--- config.mk ---
export PLATFORM = sky130hd
export DESIGN_NAME = cpu_run_ctrl
export DESIGN_NICKNAME = d
export VERILOG_FILES = /design/src/rtl/run_ctrl_pkg.sv /design/src/rtl/trigger_sync.sv /design/src/rtl/cpu_run_ctrl.sv
export SDC_FILE = /design/constraint.sdc
export NUM_CORES = 1
export LEC_CHECK = 0
export ABC_AREA = 1
export BUFFER_PORTS_ARGS = -buffer_cell sky130_fd_sc_hd__buf_2
export CAP_MARGIN = 15
export CELL_PAD_IN_SITES_DETAIL_PLACEMENT = 0
export CELL_PAD_IN_SITES_GLOBAL_PLACEMENT = 1
export CORE_MARGIN = 2
export CORE_UTILIZATION = 40
export DETAILED_ROUTE_END_ITERATION = 10
export GPL_ROUTABILITY_DRIVEN = 0
export PLACE_DENSITY = 0.86
export SLEW_MARGIN = 10
export SYNTH_ARGS = -nofsm -noshare
export SYNTH_HDL_FRONTEND = slang
export SYNTH_SLANG_ARGS = --single-unit
--- constraint.sdc ---
create_clock -name clk -period 3.9 [get_ports clk]
set_clock_uncertainty 0.15 [all_clocks]
set_input_delay 0.195 -clock clk [delete_from_list [all_inputs] [get_ports clk]]
set_output_delay 0.195 -clock clk [all_outputs]
set_load 0.02 [all_outputs]
--- src/rtl/run_ctrl_pkg.sv ---
// rtl/run_ctrl_pkg.sv - shared types and constants for the core run controller
package run_ctrl_pkg;

  typedef enum logic [1:0] {
    MODE_FREE  = 2'd0,
    MODE_START = 2'd1,
    MODE_STEP  = 2'd2,
    MODE_GATED = 2'd3
  } mode_t;

  typedef enum logic [2:0] {
    ST_RESET_HOLD,
    ST_IDLE,
    ST_RUN,
    ST_STEP,
    ST_HALTED
  } state_t;

  localparam int SYNC_STAGES = 2;

endpackage

--- src/rtl/trigger_sync.sv ---
// rtl/trigger_sync.sv - push-button synchroniser with rising-edge detect
module trigger_sync
  import run_ctrl_pkg::*;
(
  input  logic clk,
  input  logic rst,
  input  logic trigger_in,
  output logic level,
  output logic trig_edge
);

  logic [SYNC_STAGES-1:0] sync_q, sync_d;
  logic                   dly_q, dly_d;

  always_comb begin
    sync_d = {sync_q[SYNC_STAGES-2:0], trigger_in};
    dly_d  = sync_q[SYNC_STAGES-1];
  end

  always_ff @(posedge clk) begin
    if (rst) begin
      sync_q <= '0;
      dly_q  <= 1'b0;
    end else begin
      sync_q <= sync_d;
      dly_q  <= dly_d;
    end
  end

  // The third flop only delays the synchronised level for edge detection.
  assign level     = sync_q[SYNC_STAGES-1];
  assign trig_edge = level & ~dly_q;

endmodule

--- src/rtl/cpu_run_ctrl.sv ---
// rtl/cpu_run_ctrl.sv - run-mode FSM, core reset/enable, cycle counter and a0 snapshot
module cpu_run_ctrl
  import run_ctrl_pkg::*;
#(
  parameter int XLEN       = 32,
  parameter int CNT_W      = 32,
  parameter int RST_CYCLES = 4
) (
  input  logic             clk,
  input  logic             rst,
  input  logic             trigger,
  input  logic [1:0]       mode,
  input  logic             halt_in,
  input  logic [XLEN-1:0]  a0_in,
  output logic             core_en,
  output logic             core_rst,
  output logic [XLEN-1:0]  a0_out,
  output logic             a0_valid,
  output logic [CNT_W-1:0] cycle_count,
  output logic             halted
);

  localparam int              HOLD_W    = (RST_CYCLES > 1) ? $clog2(RST_CYCLES) : 1;
  localparam logic [HOLD_W-1:0] HOLD_INIT = HOLD_W'(RST_CYCLES - 1);

  state_t            state_q, state_d;
  mode_t             mode_q, mode_d;
  logic [HOLD_W-1:0] hold_q, hold_d;
  logic [XLEN-1:0]   a0_q, a0_d;
  logic              a0_valid_q, a0_valid_d;
  logic [CNT_W-1:0]  cnt_q, cnt_d;
  logic              trig_level, trig_edge;
  logic              en;

  trigger_sync u_trigger_sync (
    .clk        (clk),
    .rst        (rst),
    .trigger_in (trigger),
    .level      (trig_level),
    .trig_edge  (trig_edge)
  );

  assign en = (state_q == ST_RUN) || (state_q == ST_STEP);

  always_comb begin
    state_d = state_q;
    mode_d  = mode_q;
    hold_d  = hold_q;
    unique case (state_q)
      ST_RESET_HOLD: begin
        if (hold_q == '0) begin
          mode_d  = mode_t'(mode);
          state_d = (mode_t'(mode) == MODE_FREE) ? ST_RUN : ST_IDLE;
        end else begin
          hold_d = hold_q - HOLD_W'(1);
        end
      end
      ST_IDLE: begin
        case (mode_q)
          MODE_START: if (trig_edge)  state_d = ST_RUN;
          MODE_STEP:  if (trig_edge)  state_d = ST_STEP;
          MODE_GATED: if (trig_level) state_d = ST_RUN;
          default: ;
        endcase
      end
      ST_RUN: begin
        // A halt wins over the gate dropping in the same cycle.
        if (halt_in) begin
          state_d = ST_HALTED;
        end else if ((mode_q == MODE_GATED) && !trig_level) begin
          state_d = ST_IDLE;
        end
      end
      ST_STEP: state_d = halt_in ? ST_HALTED : ST_IDLE;
      ST_HALTED: begin
        if (trig_edge) begin
          state_d = ST_RESET_HOLD;
          hold_d  = HOLD_INIT;
        end
      end
      default: state_d = ST_RESET_HOLD;
    endcase
  end

  always_comb begin
    a0_d       = a0_q;
    a0_valid_d = 1'b0;
    cnt_d      = cnt_q;
    if (en) begin
      a0_d       = a0_in;
      a0_valid_d = (a0_in != a0_q);
    end
    if (state_q == ST_RESET_HOLD) begin
      cnt_d = '0;
    end else if (en && (cnt_q != '1)) begin
      cnt_d = cnt_q + CNT_W'(1);
    end
  end

  always_ff @(posedge clk) begin
    if (rst) begin
      state_q    <= ST_RESET_HOLD;
      mode_q     <= MODE_FREE;
      hold_q     <= HOLD_INIT;
      a0_q       <= '0;
      a0_valid_q <= 1'b0;
      cnt_q      <= '0;
    end else begin
      state_q    <= state_d;
      mode_q     <= mode_d;
      hold_q     <= hold_d;
      a0_q       <= a0_d;
      a0_valid_q <= a0_valid_d;
      cnt_q      <= cnt_d;
    end
  end

  assign core_en     = en;
  assign core_rst    = (state_q == ST_RESET_HOLD);
  assign halted      = (state_q == ST_HALTED);
  assign a0_out      = a0_q;
  assign a0_valid    = a0_valid_q;
  assign cycle_count = cnt_q;

endmodule

# After elaboration in Yosys (flattened, before gate mapping)
# Cells that the tools add are included.
# Widths: inputs -> output; s select.
[classes]
add_sub_neg = 2
n_eq_ne = 17
muxes = 14
n_bitwise = 3
reduce_logical = 13
[ops]
columns = ["cell", "n"]
rows = [
  ["$add 32x1->32 const B", 1],
  ["$ne 32x32->1", 1],
  ["$ne 32x32->1 const B", 1],
  ["$mux 3", 8],
  ["$pmux 3 s5", 1],
  ["$pmux 3 s3", 1],
  ["$reduce_and 7->1", 1],
  ["$eq 3x2->1 const B", 2],
  ["$mux 2", 3],
  ["$ne 3x2->1 const B", 2],
  ["$ne 3x3->1 const B", 2],
  ["$eq 2x2->1 const B", 2],
  ["$logic_not 2->1", 2],
  ["$ne 2x1->1 const B", 2],
  ["$ne 4x2->1 const B", 1],
  ["$pmux 2 s2", 1],
  ["$reduce_or 2->1", 2],
  ["$eq 3x1->1 const B", 1],
  ["$eq 3x3->1 const B", 1],
  ["$logic_not 3->1", 1],
  ["$reduce_and 3->1", 1],
  ["$eq 2x1->1 const B", 1],
  ["$logic_and 1x1->1", 2],
  ["$ne 2x2->1 const B", 1],
  ["other kinds (7)", 8],
]
[totals]
register_bits = 75
output_inout_bits = 68
word_cells = 57

# Longest topological paths before layout
[logic_depth]
depth_word = 5
ltp_mapped = 11
mapped_depth_nobuf = 10

# Modules after synthesis
# Synthesis repeated with hierarchy kept, for this count alone.
[unflattened]
hier_cells = 601
hier_area_um2 = 4028.9
[by_module_without_submodules]
columns = ["mod", "instances", "cells_per_inst", "area_per_inst_um2"]
rows = [
  ["cpu_run_ctrl", 1, 591, 3942.5],
  ["trigger_sync", 1, 10, 86.3],
]

# Least setup slack after synthesis
# No wires, ideal clock.
[synth_path]
kind = "register to register"
startpoint = "register cnt_q[0] (netlist: cycle_count[0])"
endpoint = "register cnt_q[29] (netlist: cycle_count[29])"
setup_time_ns = 0.115
t_arrival_ns = 1.640
t_required_ns = 3.635
path_slack_ns = 1.995
path_stages_with_launch = 10
path_cell_list = "dfxtp_1 ha_1 inv_1 nor2_2 nand2_1 nor2_2 nand2_4 buf_2 a21oi_1 nor2_1"
[synth_between]
elab_chain_len = 2
word_cells_on_any_way = 3
classes_between = "add/sub: 1; eq/ne: 1; reduce/logical: 1"
[synth_rtl]
columns = ["item", "line", "rtl"]
rows = [
  ["start, declared", "cpu_run_ctrl.sv:31", "logic [CNT_W-1:0] cnt_q, cnt_d;"],
  ["start signal, assigned", "cpu_run_ctrl.sv:114", "cnt_q <= cnt_d;"],
  ["branches (longest 2 deep; another with $add 32x1->32)", "n/a", ""],
]
# Several ways; the timed one is not identified.
# A chain may end at the register's enable or synchronous reset.

# Final worst setup path
[layout_path]
startpoint = "register state_q[1]"
endpoint = "register state_q[2]"
[layout_between]
elab_chain_len = 3
word_cells_on_any_way = 14
classes_between = "eq/ne: 11; mux: 1; reduce/logical: 2"
[layout_rtl]
columns = ["item", "line", "rtl"]
rows = [
  ["start, declared", "cpu_run_ctrl.sv:26", "state_t state_q, state_d;"],
  ["start signal, assigned", "cpu_run_ctrl.sv:109", "state_q <= state_d;"],
  ["$eq 3x1->1, or another cell as far along", "cpu_run_ctrl.sv:49", "unique case (state_q)"],
  ["$ne 4x2->1 (no line), or another cell as far along", "n/a", ""],
  ["$reduce_and 7->1 (no line)", "n/a", ""],
]
# Several ways; a longest one is shown, not always the timed one.

==> flow_metrics.tcl <==
set metrics [dict create \
    status "complete, no violations" \
    cp.required_ns 4.04 \
    ys_warn_count 0 \
    power_density_nw_per_um2 493 \
    grt_antenna_before_repair 0 \
    wirelength_um 10900 \
    crit_path_start_kind "flop" \
    ys_ff_latch 75 \
    worst_pin_slew_ns 0.971 \
    clkTransAtPathRegs_ns 0.07 \
    yosysSeqAreaShare_pct 37.4 \
    fmax_ghz 0.452 \
    synth_edf_count 0 \
    die-area_um2 10900 \
    hold_violations 0 \
    synth_nets 638 \
    clock_latency_ns 0.35 \
    grt_max_degree 54 \
    routedWlPerCell_um 12.5 \
    ant_nets 0 \
    drv_slew 0 \
    die_x_um 104 \
    die_h_um 104 \
    end_kind "flop" \
    drv_cap 0 \
    rsz0062_at_grt "no" \
    tritoncts "built" \
    crit_fanout 27 \
    drive_above_1_share_pct 19.2 \
    period_share_pct 56.7 \
    track_usage_pct 20.9 \
    switching_power_uw 1030 \
    power.internal_uw 1520 \
    placed_cells 819 \
    drt_iter0_markers 103 \
    final_core_util_pct 52.9 \
    clock-root-buffer "clkbuf_8" \
    synth_most_common_cell "nor2_1" \
    timing.setup.tns_ns 0 \
    ir_worst_vdd_v 0.000289 \
    start_util_pct 41.1 \
    synth_commonest_cells "148 x nor2_1, 121 x nand2_1, 75 x dfxtp_1" \
    clkPwrFrac_pct 22.0 \
    portBuffers 105 \
    nets 775 \
    holdWs_ns 0.0774 \
    layout.filler_cells 981 \
    grt-ovfl-total 0 \
    cts_sinks 75 \
    via_count 4201 \
    ios 106 \
    hold_class "input pin to flop" \
    post_drt_via_cell_ratio 4.82 \
    grt_pass1_wl_um 18500 \
    remaining_drc_errors 0 \
    areaGrowthSynthToFinish_pct 28.8 \
    finalCriticalPeriod_ns 2.21 \
    whs_path_depth 3 \
    cts_buffers 9 \
    pwr-share-comb_pct 38.9 \
    synthCells 598 \
    multi_input_area_um2 2220 \
    synth-main-ff-cell "dfxtp_1" \
    post_cts_buffers 0 \
    post-dp-hpwl_um 7490 \
    syn_area_um2 4020 \
    num_rows 36 \
    diodes 0 \
    netSwitchingFraction_pct 40.3 \
    sequentialPowerShare_pct 39.0 \
    clockBufferDepth 2 \
    h-tree-depth 3 \
    avgSynthCellArea_um2 6.71 \
    relSlewSlack_pct 35.2 \
    p_leak_uw 0.00224 \
    core_um2 9770 \
    setup_viol 0 \
    synth_largest_area_cell "dfxtp_1" \
    grt_pass1_vias 3947 \
    firstDrtPassIters 5 \
    crit_type "flop to flop" \
    synthTopCellsByArea "dfxtp_1 37%, nor2_1 14%, nand2_1 11%" \
    yosys.area.top_type_share_pct 37.4 \
    ys_types 31 \
    final-seq-area_um2 1500 \
    r2r_cells 5 \
    stdcell_count 872 \
    finalPower_uw 2550 \
    async_flop_share_pct 0 \
    cp_data_arrival_time_ns 2.36 \
]
==> metrics by stage <==
stage,worst slack (ns),area (um2)
6_report,1.69,5170
5_1_grt,1.51,5170
4_1_cts,1.70,5170
3_5_place_dp,1.74,4610
3_3_place_gp,1.81,4610
2_1_floorplan,1.99,4020
==> per-layer routing <==
metal	vias to the layer above	global-route usage, %	part of all wire [%]
li1	2188	-	-
met1	1902	24.8	45
met2	99	36.5	48
met3	12	4.76	5.4
met4	0	8.01	1.5
met5	-	0	0
==> worst max-delay path, stage by stage (launching register included) <==
cell           delay [ns]
dfxtp_1              0.39
nand2_1              0.09
inv_1                0.71
nand2_1              0.10
a21oi_1              0.17
dlygate4sd3_1        0.55
==> cell type report <==
class | count | share of cell area [%]
clock inverters | 2 | 0.194
well taps | 133 | 3.22
flip-flops and latches | 75 | 29.0
multi-input cells | 456 | 42.9
inverters | 47 | 3.41
repair buffers | 146 | 17.9
clock buffers | 13 | 3.27
==> cells in the final DEF, fill, tap and decap left out, drive strengths merged, types with 6 or more instances in the layout <==
cell type    count
clkbuf          13
inv             47
buf            108
a31oi            8
nor2           158
dfxtp           75
dlygate4sd3     38
nand3           26
o21ai           38
nand4           20
nand2          125
xor2            28
nor3             6
a21oi           25
nand3b           9
==> power by group through the flow <==
stage / Combinational [uW] / Sequential, uW / Clock (uW)
after global routing: 1110 / 1010 / 613
after detailed placement: 959 / 1010 / 0
after CTS: 992 / 991 / 581
after global placement: 941 / 1000 / 0
final: 992 / 994 / 561
after floorplan: 581 / 1120 / 0
==> sequential cells by signal, summed over array words and instances (netlist names) <==
name	flops
a0_out	32
cycle_count	32
state_q	3
hold_q	2
mode_q	2
u_trigger_sync.sync_q	2
a0_valid	1
u_trigger_sync.dly_q	1
==> path summary, 6_finish.rpt <==
| path | startpoint | endpoint | slack (ns) |
|---|---|---|---|
| setup / recovery | state_q[1] | state_q[2] | 1.69 |
| hold / removal | mode[0] | mode_q[0] | 0.08 |
| setup reg to reg | state_q[1] | state_q[2] | 1.69 |
| hold reg to reg | u_trigger_sync.sync_q[0] | u_trigger_sync.sync_q[1] | 0.26 |
==> logic make-up (layout without fill, tap and decap cells) <==
kind of cell / count (synthesis) / in the layout / synth area share, %
DFF: 75 / 75 / 37.4
adders and majority gates: 2 / 2 / 0.623
buffers and inverters: 67 / 208 / 7.29
and+or+nand+nor: 347 / 347 / 37.7
AOI/OAI and AO/OA: 74 / 74 / 9.75
xor gates and xnor gates: 33 / 33 / 7.20
==> what timing repair did <==
action / 4_1_cts / 5_1_grt
endpoints found under the hold margin: 38 / 0
hold buffers: 38 / 0
resized for setup: 0 / 0
Note: power is estimated with default switching activity, not from simulation.
